**src/rtl/input_debouncer.sv**
```systemverilog
// Two-flop synchroniser plus an independent counting FSM per channel that turns
// raw pin levels into clean levels and registered one-cycle edge strobes.
`timescale 1ns/1ps
module input_debouncer #(
    parameter int NUM_CH          = 20,
    parameter int DEBOUNCE_CYCLES = 1_000_000
) (
    input  logic              clk,
    input  logic              resetn,
    input  logic [NUM_CH-1:0] raw_in,
    output logic [NUM_CH-1:0] db_out,
    output logic [NUM_CH-1:0] rise_pulse,
    output logic [NUM_CH-1:0] fall_pulse
);

    localparam int             CW      = $clog2(DEBOUNCE_CYCLES + 1);
    localparam logic [CW-1:0]  CNT_MAX = CW'(DEBOUNCE_CYCLES);

    typedef enum logic {
        IDLE  = 1'b0,
        COUNT = 1'b1
    } state_t;

    logic [NUM_CH-1:0] sync_p0;
    logic [NUM_CH-1:0] sync_p1;
    logic [NUM_CH-1:0] differ;

    state_t            state     [NUM_CH];
    state_t            state_nxt [NUM_CH];
    logic [CW-1:0]     cnt       [NUM_CH];
    logic [CW-1:0]     cnt_nxt   [NUM_CH];
    logic [NUM_CH-1:0] db_nxt;
    logic [NUM_CH-1:0] rise_nxt;
    logic [NUM_CH-1:0] fall_nxt;

    // Stage p0/p1: metastability guard; only sync_p1 feeds the debounce logic
    always_ff @(posedge clk or negedge resetn) begin
        if (!resetn) begin
            sync_p0 <= '0;
            sync_p1 <= '0;
        end else begin
            sync_p0 <= raw_in;
            sync_p1 <= sync_p0;
        end
    end

    assign differ = sync_p1 ^ db_out;

    always_ff @(posedge clk or negedge resetn) begin
        if (!resetn) begin
            for (int ch = 0; ch < NUM_CH; ch++) begin
                state[ch] <= IDLE;
                cnt[ch]   <= '0;
            end
            db_out     <= '0;
            rise_pulse <= '0;
            fall_pulse <= '0;
        end else begin
            for (int ch = 0; ch < NUM_CH; ch++) begin
                state[ch] <= state_nxt[ch];
                cnt[ch]   <= cnt_nxt[ch];
            end
            db_out     <= db_nxt;
            rise_pulse <= rise_nxt;
            fall_pulse <= fall_nxt;
        end
    end

    // Any cycle where the synchronised level matches db_out restarts the count
    always_comb begin
        db_nxt   = db_out;
        rise_nxt = '0;
        fall_nxt = '0;
        for (int ch = 0; ch < NUM_CH; ch++) begin
            state_nxt[ch] = state[ch];
            cnt_nxt[ch]   = cnt[ch];
            case (state[ch])
                IDLE: begin
                    if (differ[ch]) begin
                        if (DEBOUNCE_CYCLES == 1) begin
                            db_nxt[ch]   = sync_p1[ch];
                            rise_nxt[ch] = sync_p1[ch];
                            fall_nxt[ch] = ~sync_p1[ch];
                            cnt_nxt[ch]  = '0;
                        end else begin
                            state_nxt[ch] = COUNT;
                            cnt_nxt[ch]   = CW'(1);
                        end
                    end
                end
                COUNT: begin
                    if (!differ[ch]) begin
                        state_nxt[ch] = IDLE;
                        cnt_nxt[ch]   = '0;
                    end else if (cnt[ch] == CNT_MAX) begin
                        db_nxt[ch]    = sync_p1[ch];
                        rise_nxt[ch]  = sync_p1[ch];
                        fall_nxt[ch]  = ~sync_p1[ch];
                        state_nxt[ch] = IDLE;
                        cnt_nxt[ch]   = '0;
                    end else begin
                        cnt_nxt[ch] = cnt[ch] + CW'(1);
                    end
                end
                default: begin
                    state_nxt[ch] = IDLE;
                    cnt_nxt[ch]   = '0;
                end
            endcase
        end
    end

endmodule
```
**config.mk**
```make
export PLATFORM = sky130hd
export DESIGN_NAME = input_debouncer
export DESIGN_NICKNAME = d
export VERILOG_FILES = /design/src/rtl/input_debouncer.sv
export SDC_FILE = /design/constraint.sdc
export NUM_CORES = 1
export LEC_CHECK = 0
export CORE_MARGIN = 2
export CORE_UTILIZATION = 50
export CTS_CLUSTER_DIAMETER = 50
export DETAILED_ROUTE_END_ITERATION = 16
export GPL_TIMING_DRIVEN = 0
export PLACE_DENSITY = 0.69
export SYNTH_ARGS = -nofsm -noshare
export SYNTH_HDL_FRONTEND = slang
export SYNTH_SLANG_ARGS = --single-unit
```
**constraint.sdc**
```tcl
create_clock -name clk -period 2.1 [get_ports clk]
set_input_delay 0.315 -clock clk [delete_from_list [all_inputs] [get_ports clk]]
set_output_delay 0.315 -clock clk [all_outputs]
set_load 0.01 [all_outputs]
```
==> results.json <==
{
  "status": "finished with violations",
  "violations": "negative setup slack",
  "clock_sinks": 520,
  "nNetsFinal": 3194,
  "path_class": "reg2reg",
  "setup_slack_ns": -0.00931,
  "worstSetupEndpointType": "flop",
  "htree_levels": 3,
  "timing.rr.end": "cnt[210]",
  "die_h_um": 236,
  "diodes": 0,
  "row_count": 85,
  "p_leak_nw": 13.6,
  "wl_met1_um": 28700,
  "grt_max_degree": 123,
  "routedWlPerCell_um": 16.1,
  "synth_nets": 2989,
  "finalWirelength_um": 62400,
  "min_path_cells": 1,
  "route.met3.wl_um": 2960,
  "synth_top_area_share_pct": 48.2,
  "async_flop_share_pct": 100,
  "synthToLayoutAreaGrowth_pct": 21.0,
  "multi_input_area_um2": 13900,
  "timing.rr.start": "cnt[208]",
  "synth.avg_cell_area_um2": 9.22,
  "setup_viol": 4,
  "irDropWorstVdd_v": 0.000672,
  "cap_violations": 0,
  "overflow": 0,
  "fmax_mhz": 474,
  "cp_common_cell": "buf_6",
  "cts_buffers": 66,
  "grt_setup_unrepaired": "yes",
  "drc": 0,
  "grt_pass1_vias": 22400,
  "yosysSeqAreaShare_pct": 48.2,
  "r2r_cells": 8,
  "clk_pin_slew_ns": 0.06,
  "pin_count": 82,
  "netlist_area_um2": 27000,
  "synth_top_area_cell": "dfrtp_1",
  "start_util_pct": 50.4,
  "place_congestion": 0.868,
  "tns_ns": -0.0162,
  "yosys.cell_types.count": 78,
  "clock_latency_ns": 0.59,
  "clock_skew_ns": 0.0315,
  "worst_pin_slew_ns": 0.868,
  "tritoncts": "yes",
  "dp_hpwl_um": 39300,
  "cp_slowest_stage_delay_ns": 0.56,
  "crit_fanout": 5,
  "mostFrequentLayoutCell": "dfrtp_1",
  "top_layer_used": "met4",
  "synthCells": 2927,
  "synthTopCellsByArea": "dfrtp_1 (48%), a31oi_1 (5.7%), nand2_1 (4.8%), nand3_1 (4.0%), a21oi_1 (3.9%)",
  "min_to": "sync_p0[13]",
  "die_w_um": 236,
  "critPathLaunchType": "flop",
  "critPathTopFamily": "simple AND/OR/NAND/NOR gates",
  "drt-initial-drc-count": 1734,
  "cp.required_ns": 2.54,
  "r2r_slack_ns": -0.009,
  "drive_gt1_share_pct": 14.6,
  "numPortBuffers": 81,
  "cp_slowest_cell": "or4b_4",
  "viasPerCell": 6.13,
  "grt_use_total_pct": 21.7,
  "root_buffer": "clkbuf_16",
  "drt_first_pass_iters": 6,
  "worstHoldStart": "raw_in[13]",
  "antenna_found_initial": 0,
  "worstPathArrival_ns": 2.55,
  "cp_num_buf_inv": 3,
  "synth_edf_count": 0,
  "synth_ff_type": "dfrtp_1",
  "period_share_pct": 100,
  "die-area_um2": 55900,
  "p_per_area_nw_per_um2": 730,
  "clock_path_buffers": 3,
  "grt_pass1_wl_um": 105000,
  "yosysWarnings": 0,
  "hold_class": "in2reg",
  "post-route-min-period_ns": 2.11,
  "place_ws_ns": -0.307,
  "hold_viol_final": 0,
  "wl_met2_um": 29800,
  "core_um2": 53600,
  "n_fill_cell": 4431,
  "finalMaxSlewViolations": 0,
  "path_cells": "or4b_4 > nor4_4 > buf_4 > a21oi_4 > buf_6 > buf_6 > nand2b_1 > a31oi_1",
  "relSlewSlack_pct": 41.9,
  "vias": 23800,
  "whs_ns": 0.168,
  "final_cell_mix": "dfrtp_1 (496), nand2_1 (338), a31oi_1 (241)",
  "ant_nets": 0,
  "synth_seq_cells": 520,
  "seq_area_um2": 13000
}
[through the flow]
step	cells	area, µm²	power, W	utilization (%)
after floorplan	2927	27000	0.0116	-
after global placement	3704	28700	0.0121	53.5
final	3876	32700	0.0238	60.9
after CTS	3838	31600	0.0240	58.9
after detailed placement	3709	28800	0.0122	53.8
after global routing	3876	32700	0.0249	60.9
[synth_stat cells, drive strengths merged (26+ instances only)]
library cell	n
a21o	37
a21oi	218
a22o	29
a31oi	246
a41oi	55
and2	37
and3	67
buf	47
clkbuf	84
dfrtp	520
ha	40
inv	104
mux2i	28
nand2	348
nand2b	44
nand3	216
nand4	100
nor2	149
nor3	47
nor3b	44
nor4	47
o21ai	153
xor2	26
[flip-flops by register name (all words and copies together) (netlist names)]
register	flops
cnt	400
db_out	20
fall_pulse	20
rise_pulse	20
state	20
sync_p0	20
sync_p1	20
[per-layer routing]
| layer | vias up | GRT usage, % |
|---|---|---|
| met5 | - | 0 |
| met4 | 0 | 6.58 |
| met3 | 99 | 3.25 |
| met2 | 654 | 35.7 |
| met1 | 11600 | 29.8 |
| li1 | 11400 | - |
[worst max-delay path by stage]
stage	cells after the start	end	from	slack (ns)
finish	8	cnt[210]	cnt[208]	-0.009
detailed placement	8	cnt[78]	cnt[60]	-0.31
CTS	9	cnt[206]	cnt[200]	-0.10
global placement	1	sync_p0[10]	resetn	-22.38
global route	9	cnt[210]	cnt[210]	-0.08
floorplan	7	cnt[245]	cnt[253]	0.09
[power by group]
group          switching, W  internal [W]
combinational       0.00104      0.000604
clock               0.00434       0.00730
sequential         0.000301        0.0103
total               0.00568        0.0182
[layout make-up]
class,instances,area share [%]
inverters,104,1.20
multi-input cells,2176,42.6
clock buffers,91,5.79
repair buffers,153,4.55
flip-flops and latches,520,39.9
plain buffers,111,2.10
well taps,696,2.67
clock inverters,25,1.12
[kinds of logic (layout without fill, tap and decap cells)]
kind of cell,after synthesis,in the layout,synth area share (%)
simple gates,1243,1243,24.6
mux,49,49,1.93
xor+xnor,31,31,1.01
flops,520,520,48.2
fa+ha+maj,40,40,1.85
buf+inv,235,484,3.66
compound gates,809,813,18.7
[repair_timing]
action	CTS	global route
resized for setup	93	207
hold buffers	1	0
hold endpoints to repair	58	0
setup buffers	17	41
pin swaps	19	57
setup endpoints to repair	314	333
gates cloned	2	11
Power figures use the tool's default switching activity.
